==> src/rtl/pc_seq_pkg.sv <==
// pc_seq_pkg: shared types and encodings for the PC sequencer.
// The pc_src encodings are also used by program_counter and anything that
// decodes its select input, so they live here rather than in the FSM.
package pc_seq_pkg;

   // Sequencer FSM states
   typedef enum logic [2:0] {
      ST_IDLE   = 3'd0,
      ST_FETCH  = 3'd1,
      ST_DECODE = 3'd2,
      ST_EXEC   = 3'd3,
      ST_UPDATE = 3'd4,
      ST_FAULT  = 3'd5
   } state_t;

   // How the next PC is chosen for a retired instruction
   typedef enum logic [1:0] {
      CLS_SEQ    = 2'd0,
      CLS_JUMP   = 2'd1,
      CLS_REG    = 2'd2,
      CLS_BRANCH = 2'd3
   } instr_class_t;

   // Primary opcodes (instr[31:26])
   localparam logic [5:0] OP_SPECIAL = 6'b000000;
   localparam logic [5:0] OP_J       = 6'b000010;
   localparam logic [5:0] OP_JAL     = 6'b000011;
   localparam logic [5:0] OP_BEQ     = 6'b000100;
   localparam logic [5:0] OP_BNE     = 6'b000101;

   // SPECIAL function codes (instr[5:0])
   localparam logic [5:0] FN_JR      = 6'b001000;
   localparam logic [5:0] FN_JALR    = 6'b001001;

   // program_counter source select
   localparam logic [1:0] PC_SRC_BRANCH = 2'b00;
   localparam logic [1:0] PC_SRC_JUMP   = 2'b01;
   localparam logic [1:0] PC_SRC_REG    = 2'b10;
   localparam logic [1:0] PC_SRC_SEQ    = 2'b11;

   // beq is taken on a zero ALU result, bne on a non-zero one
   function automatic logic branch_taken(input logic is_bne, input logic alu_zero);
      return is_bne ? !alu_zero : alu_zero;
   endfunction

endpackage

==> src/rtl/pc_seq_decode.sv <==
// pc_seq_decode: combinational classification of a captured instruction
// into the PC update class, plus a flag selecting bne over beq polarity.
module pc_seq_decode
   import pc_seq_pkg::*;
(
   input  logic [5:0]   opcode,
   input  logic [5:0]   funct,
   output instr_class_t cls,
   output logic         is_bne
);

   // Map opcode/funct onto the PC update class; anything unlisted is sequential
   always_comb begin
      cls = CLS_SEQ;
      case (opcode)
         OP_J, OP_JAL:     cls = CLS_JUMP;
         OP_BEQ, OP_BNE:   cls = CLS_BRANCH;
         OP_SPECIAL: begin
            if ((funct == FN_JR) || (funct == FN_JALR)) begin
               cls = CLS_REG;
            end
         end
         default:          cls = CLS_SEQ;
      endcase
   end

   assign is_bne = (opcode == OP_BNE);

endmodule

==> src/rtl/pc_sequencer.sv <==
// pc_sequencer: multicycle PC sequencing FSM for the MIPS-subset core.
// Per instruction: fetch (req/ack), decode, wait for execute, then a single
// PC write with the pc_src select for that instruction.
// Optional fetch watchdog: define PC_SEQ_TIMEOUT_EN to fault (sticky trap)
// after MEM_TIMEOUT request cycles without an acknowledge.
module pc_sequencer
   import pc_seq_pkg::*;
#(
   parameter int MEM_TIMEOUT = 15,
   parameter int COUNT_W     = 32
)
(
   input  logic               clk,
   input  logic               rst_n,
   output logic               imem_req,
   input  logic               imem_ack,
   input  logic [31:0]        instr,
   output logic               ir_load,
   output logic               exec_start,
   input  logic               exec_done,
   input  logic               alu_zero,
   output logic [1:0]         pc_src,
   output logic               pc_en,
   output logic [COUNT_W-1:0] instr_count,
   output logic               trap
);

   state_t       state;
   state_t       next_state;

   logic [5:0]   opcode_q;
   logic [5:0]   funct_q;
   instr_class_t dec_cls;
   logic         dec_is_bne;
   instr_class_t cls_q;
   logic         taken_q;
   logic         exec_first_q;
   logic         timeout_hit;

   // Only the opcode and funct fields steer sequencing
   logic         unused_instr;
   assign unused_instr = ^instr[25:6];

   pc_seq_decode u_decode (
      .opcode (opcode_q),
      .funct  (funct_q),
      .cls    (dec_cls),
      .is_bne (dec_is_bne)
   );

`ifdef PC_SEQ_TIMEOUT_EN
   localparam int WD_W = $clog2(MEM_TIMEOUT + 1);

   // wait_cnt holds how many request cycles have already gone unanswered;
   // it is zero on FETCH entry because it clears in every other state
   logic [WD_W-1:0] wait_cnt;

   // Count unanswered request cycles while fetching
   always_ff @(posedge clk or negedge rst_n) begin
      if (!rst_n) begin
         wait_cnt <= '0;
      end else if ((state == ST_FETCH) && !imem_ack) begin
         wait_cnt <= wait_cnt + 1'b1;
      end else begin
         wait_cnt <= '0;
      end
   end

   // The MEM_TIMEOUT-th request cycle without ack faults; an ack in that
   // same cycle still wins because the term requires !imem_ack
   assign timeout_hit = (state == ST_FETCH) && !imem_ack &&
                        (wait_cnt == WD_W'(MEM_TIMEOUT - 1));
`else
   // MEM_TIMEOUT only matters with the watchdog compiled in
   logic unused_timeout;
   assign unused_timeout = |MEM_TIMEOUT;
   assign timeout_hit    = 1'b0;
`endif

   // State register
   always_ff @(posedge clk or negedge rst_n) begin
      if (!rst_n) begin
         state <= ST_IDLE;
      end else begin
         state <= next_state;
      end
   end

   // Next-state logic
   always_comb begin
      next_state = state;
      case (state)
         ST_IDLE:   next_state = ST_FETCH;
         ST_FETCH: begin
            if (imem_ack) begin
               next_state = ST_DECODE;
            end else if (timeout_hit) begin
               next_state = ST_FAULT;
            end
         end
         ST_DECODE: next_state = ST_EXEC;
         ST_EXEC: begin
            if (exec_done) begin
               next_state = ST_UPDATE;
            end
         end
         ST_UPDATE: next_state = ST_FETCH;
         ST_FAULT:  next_state = ST_FAULT;
         default:   next_state = ST_IDLE;
      endcase
   end

   // Output decode from state and the per-instruction registers; ir_load is
   // the one term that follows imem_ack directly, since instr is only valid
   // in the ack cycle and the external IR must capture it then
   always_comb begin
      imem_req   = (state == ST_FETCH);
      ir_load    = (state == ST_FETCH) && imem_ack;
      exec_start = (state == ST_EXEC) && exec_first_q;
      pc_en      = (state == ST_UPDATE);
      pc_src     = PC_SRC_SEQ;
      if (state == ST_UPDATE) begin
         case (cls_q)
            CLS_JUMP:   pc_src = PC_SRC_JUMP;
            CLS_REG:    pc_src = PC_SRC_REG;
            CLS_BRANCH: pc_src = taken_q ? PC_SRC_BRANCH : PC_SRC_SEQ;
            default:    pc_src = PC_SRC_SEQ;
         endcase
      end
`ifdef PC_SEQ_TIMEOUT_EN
      trap = (state == ST_FAULT);
`else
      trap = 1'b0;
`endif
   end

   // Capture the fields that steer decode when the fetch completes
   always_ff @(posedge clk) begin
      if ((state == ST_FETCH) && imem_ack) begin
         opcode_q <= instr[31:26];
         funct_q  <= instr[5:0];
      end
   end

   // Latch the class in DECODE and the branch decision when execute finishes
   always_ff @(posedge clk or negedge rst_n) begin
      if (!rst_n) begin
         cls_q   <= CLS_SEQ;
         taken_q <= 1'b0;
      end else begin
         if (state == ST_DECODE) begin
            cls_q <= dec_cls;
         end
         if ((state == ST_EXEC) && exec_done) begin
            taken_q <= branch_taken(dec_is_bne, alu_zero);
         end
      end
   end

   // DECODE always leads to EXEC, so this marks the first EXEC cycle
   always_ff @(posedge clk or negedge rst_n) begin
      if (!rst_n) begin
         exec_first_q <= 1'b0;
      end else begin
         exec_first_q <= (state == ST_DECODE);
      end
   end

   // Retired-instruction counter, bumped as the UPDATE cycle completes
   always_ff @(posedge clk or negedge rst_n) begin
      if (!rst_n) begin
         instr_count <= '0;
      end else if (state == ST_UPDATE) begin
         instr_count <= instr_count + 1'b1;
      end
   end

endmodule

==> config.mk <==
export PLATFORM = sky130hd
export DESIGN_NAME = pc_sequencer
export DESIGN_NICKNAME = d
export VERILOG_FILES = /design/src/rtl/pc_seq_pkg.sv /design/src/rtl/pc_seq_decode.sv /design/src/rtl/pc_sequencer.sv
export SDC_FILE = /design/constraint.sdc
export NUM_CORES = 1
export LEC_CHECK = 0
export CORE_ASPECT_RATIO = 0.6
export CORE_UTILIZATION = 45
export DETAILED_ROUTE_END_ITERATION = 12
export PLACE_DENSITY_LB_ADDON = 0.05
export SYNTH_ARGS = -nofsm -noshare
export SYNTH_HDL_FRONTEND = slang
export SYNTH_SLANG_ARGS = --single-unit
==> constraint.sdc <==
create_clock -name clk -period 1.9 [get_ports clk]
set_input_delay 0.285 -clock clk [delete_from_list [all_inputs] [get_ports clk]]
set_output_delay 0.285 -clock clk [all_outputs]
set_load 0.02 [all_outputs]
# Word-level counts from Yosys, hierarchy flattened
# Cells that the tools add are included.
dict set report word_totals {
  ff_bits 51
  latchBits 0
  ramBits 0
  rom_bits 0
  in_bits 37
  mem_count 0
}
dict set report op_classes {
  addsub 1
  multipliers 0
  div 0
  n_lt_le_gt_ge 0
  eq_ne 16
  n_shift 0
  muxes 9
  bitwise 0
  n_reduce_logical 11
}
# op count
set op_table {}
lappend op_table {{32-bit by 1-bit adder with 32-bit output, second input constant} 1}
lappend op_table {{3-bit one-hot mux with 5 select lines} 1}
lappend op_table {{6-bit by 2-bit == test with 1-bit output, second input constant} 2}
lappend op_table {{6-bit by 3-bit == test with 1-bit output, second input constant} 2}
lappend op_table {{6-bit by 4-bit == test with 1-bit output, second input constant} 2}
lappend op_table {{2-bit one-hot mux with 3 select lines} 2}
lappend op_table {{3-bit by 2-bit == test with 1-bit output, second input constant} 2}
lappend op_table {{3-bit == test, second input constant} 2}
lappend op_table {{6-bit logical NOT} 1}
lappend op_table {{2-bit two-way mux} 3}
lappend op_table {{3-bit two-way mux} 2}
lappend op_table {{2-bit OR reduction} 3}
lappend op_table {{2-bit == test, second input constant} 2}
lappend op_table {{3-bit by 1-bit == test with 1-bit output, second input constant} 1}
lappend op_table {{1-bit logical AND} 3}
lappend op_table {{3-bit logical NOT} 1}
lappend op_table {{2-bit by 1-bit == test with 1-bit output, second input constant} 1}
lappend op_table {{2-bit by 1-bit != test with 1-bit output, second input constant} 1}
lappend op_table {{2-bit != test, second input constant} 1}
lappend op_table {{2-bit AND reduction} 1}
lappend op_table {{1-bit logical NOT} 1}
lappend op_table {{1-bit logical OR} 1}
lappend op_table {{1-bit two-way mux} 1}

# Depth between registers and ports, before layout
dict set report logic_depth {
  ltp_word 4
  ltp_mapped 6
  ltp_nobuf 5
}

# Cells and area by module
# A second synthesis with hierarchy kept.
dict set report hier_totals {
  hier_cells 191
  area_unflattened_um2 2283.4
}
# module instances cells_each area_per_inst_um2 seq_area_each_um2
set modules_own_cells {}
lappend modules_own_cells {pc_sequencer 1 184 2228.4 1336.3}
lappend modules_own_cells {pc_seq_decode 1 7 55.1 0.0}

# Worst setup path before layout
# Ideal clock, no wire load.
dict set report synth_timing {
  kind {register to register}
  startpoint {reg instr_count[9]}
  endpoint {reg instr_count[21]}
  setup_ns 0.080
  t_arrival_ns 1.750
  required_time_ns 1.820
  setup_slack_ns 0.071
  stages_incl_launch_ff 6
  synth_period_minus_slack_ns 1.829
  cell_sequence {dfrtp_1 > nand4_2 > or4_4 > buf_6 > nor4_4 > xor2_1}
}
dict set report synth_via {
  elab_chain_cells 1
}
# item line_no
set synth_rtl {}
lappend synth_rtl {{start, declared} pc_sequencer.sv:24} ;# output logic [COUNT_W-1:0] instr_count,
lappend synth_rtl {{start signal, assigned} pc_sequencer.sv:174} ;# instr_count <= instr_count + 1'b1;
lappend synth_rtl {{32-bit by 1-bit adder with 32-bit output} pc_sequencer.sv:174}
# Every way passes these cells.
# A chain may end at the register's enable or synchronous reset.

# Worst setup path in the final report
dict set report layout_timing {
  startpoint {reg state[1]}
  endpoint {out pc_src[1]}
}
dict set report layout_via {
  elab_chain_cells 2
}
# item line_no
set layout_rtl {}
lappend layout_rtl {{start, declared} pc_sequencer.sv:28} ;# state_t state;
lappend layout_rtl {{start signal, assigned} pc_sequencer.sv:85} ;# state <= next_state;
lappend layout_rtl {{3-bit == test} pc_sequencer.sv:122} ;# if (state == ST_UPDATE) begin
lappend layout_rtl {{2-bit two-way mux} pc_sequencer.sv:122}
lappend layout_rtl {{end, declared} pc_sequencer.sv:22} ;# output logic [1:0] pc_src,
# Every way passes these cells.

==> metrics.md <==
| Metric | Value |
|---|---|
| Finished Core Util | 0.654 |
| Share of cells above drive strength 1 | 0.150 |
| CTS tree | built |
| Data required, critical path | 1620 ps |
| Crit end category | output port |
| Final setup violation count | 0 |
| CP top delay family | simple AND/OR/NAND/NOR gates |
| PortBufs | 53 |
| Final WL | 4.68 mm |
| Root Driver | clkbuf_8 |
| Initial antenna violation count | 0 |
| Hold slack | 26.0 ps |
| DIE AREA | 5300 um^2 |
| Distinct cell type count after synthesis | 36 |
| VDD IR max | 0.459 mV |
| Critical R2R Launch | instr_count[12] |
| Slowest Stage Delay on Critical Path | 440 ps |
| First-pass GRT wire length | 7.79 mm |
| Post-Place Cell Area | 2950 um^2 |
| Outcome | completed |
| Routability cong. | 0.809 |
| Vias | 1672 |
| Row cnt | 19 |
| Vias per std cell | 5.08 |
| Layout filler cell count | 385 |
| Most common cell after layout, fill and taps aside | clkdlybuf4s50_1 |
| Fin. max-slew vios | 0 |
| Post-Syn Area | 2250 um^2 |
| RSZ-0062 raised after global routing | no |
| Layout Skew | 5.78 ps |
| Final Cycle Share | 0.954 |
| Hold Buf Count CTS | 0 |
| Die W | 93.4 um |
| Yosys warnings | 0 |
| Placed wire-length estimate | 3.44 mm |
| Initial DRT Pass Iterations | 4 |
| Hold Vio Cnt, Final | 0 |
| Vias in the first global route | 1558 |
| Most frequent cells in the layout | 46 x clkdlybuf4s50_1, 39 x dfrtp_1, 23 x nand2_1, 20 x xor2_1, 16 x buf_4 |
| Finished Cell Area | 3060 um^2 |
| Starting Density | 0.481 |
| Min-Delay Path Class | primary input to asynchronous set/reset pin |
| P_leak | 1.35 nW |
| Later-pin clock latency in the skew report | 300 ps |
| Iteration-0 DRC Markers | 80 |
| CP Cell Sequence | nand2b_1 > nor2_2 > nand3_1 > dlygate4sd2_1 |
| Clock Pin Slew Worst Setup and Hold Paths | 90 ps |
| Max-cap violations | 0 |
| Seq/Total Area, Yosys | 0.580 |
| GRT Util Overall | 0.196 |
| Nets | 303 |
| Num Clock Sinks | 50 |
| Critical Path Fanout Max | 6 |
| Worst Path Arrival | 1530 ps |
| GRT Residual Overflow | 0 |
| Reg2reg setup slack | 150 ps |
| Routed Antenna Nets | 0 |
| Die H | 56.8 um |
| Max Fclk | 552 MHz |
| TritonCTS Buffers | 5 |
| Tmin final | 1810 ps |
| Final worst slack | 87.9 ps |
| Critical path type | flop to output port |
| FF-to-FF path depth | 4 |
| DRC | 0 |
| Pre-CTS setup slack | -63.5 ps |
| Core Region | 4680 um^2 |
| Layout area overhead | 35.9% |
| Slowest CP cell | dfrtp_1 |
| Synthesized instance count | 193 |
| Yosys reg bits | 50 |
| # diodes | 0 |
| Worst setup SP type | flop |
| Synth Net Count | 231 |
| Wirelength per Cell | 14.2 um |
| Worst Path Buf+Inv | 1 |
| Power density cells | 871 nW/um^2 |
| H-Tree Depth | 2 |
| Post-synthesis average cell area | 11.7 um^2 |
| End of the worst register-to-register path | instr_count[31] |
| Largest net degree at the start of global routing | 40 |
| Num ports | 76 |
| Max Root-Sink Buffers | 2 |
## worst reg2reg max path, delay by kind of cell, from the launching register on
kind / cells / cell delay (ps)
XOR/XNOR: 1 / 190
AND/OR/NAND/NOR: 3 / 1080
flip-flops: 1 / 410
## stage by stage
step,setup TNS [ps],power (W),cells
after CTS,0,0.00270,329
after global routing,0,0.00282,329
after detailed placement,-63.5,0.00199,321
final,0,0.00267,329
after floorplan,0,0.00170,193
after global placement,-47.8,0.00197,321
## cell families after synthesis
group	count (synthesis)	share of synthesized area
AND/OR/NAND/NOR	92	0.242
flip-flops	50	0.580
XOR/XNOR	33	0.128
AO/OA/AOI/OAI	8	0.0217
buffers and inverters	7	0.0167
adder cells (fa/ha/maj)	1	0.00555
other	1	0.00166
multiplexers	1	0.00500
## worst max path at each step
stage / from / endpoint / slack, ps / cells past startpoint
6_report: state[1] / pc_src[1] / 90 / 4
3_5_place_dp: imem_ack / ir_load / -60 / 5
5_1_grt: state[1] / pc_src[1] / 20 / 4
3_3_place_gp: imem_ack / ir_load / -50 / 5
2_1_floorplan: instr_count[9] / instr_count[21] / 70 / 5
4_1_cts: state[2] / ir_load / 40 / 4
## registers in the layout, indices dropped and copies added (netlist names)
signal,flops
funct_q,5
state,3
opcode_q,6
exec_first_q,1
cls_q,2
taken_q,1
instr_count,32
## timing repair
item,in CTS,in global routing
endpoints found under the setup margin,6,3
pin swaps,0,1
resized for setup,7,4
setup buffers,0,0
## routing by layer
layer  vias to the layer above  routed length [um]  GRT usage
li1                        820                   -          -
met1                       802                2480      0.306
met2                        48                1970      0.271
met3                         2                 207     0.0447
met4                         0                  19     0.0484
met5                         -                   0          0
## area by class of cell
type / instances / area, um^2 / share of cell area
Clock buffer: 5 / 68.8 / 0.0225
Clock inverter: 3 / 40.0 / 0.0131
Inverter: 3 / 11.3 / 0.00368
Multi-Input combinational cell: 136 / 922 / 0.301
Sequential cell: 50 / 1310 / 0.427
Tap cell: 63 / 78.8 / 0.0257
Timing Repair Buffer: 69 / 634 / 0.207
## cell usage after synthesis (all sizes together)
cell type | n | area [um^2]
nor2 | 13 | 48.8
inv | 3 | 11.3
a21oi | 3 | 15.0
and4 | 3 | 26.3
or3 | 2 | 12.5
nand3b | 1 | 7.51
or2 | 1 | 6.26
and2 | 4 | 25.0
xor2 | 20 | 175
ha | 1 | 12.5
dfrtp | 39 | 976
nor4 | 9 | 96.3
buf | 2 | 18.8
nand3 | 8 | 40.0
or4 | 1 | 11.3
or3b | 1 | 8.76
nand2 | 23 | 86.3
o41ai | 1 | 8.76
o31ai | 1 | 7.51
xnor2 | 13 | 114
nand4 | 10 | 75.1
clkbuf | 2 | 7.51
nand2b | 5 | 31.3
conb | 1 | 3.75
edfxtp | 11 | 330
a22oi | 1 | 7.51
nor4b | 1 | 8.76
nor3 | 7 | 35.0
mux2 | 1 | 11.3
and3 | 2 | 12.5
o21ai | 2 | 10.0
and4bb | 1 | 12.5
## report_power, final
part	switching (W)	total, W	internal (W)
registers	0.000119	0.00138	0.00126
clock network	0.000343	0.000731	0.000388
logic	0.000294	0.000561	0.000267
total	0.000757	0.00267	0.00191
Note: power is estimated with default switching activity, not from simulation.
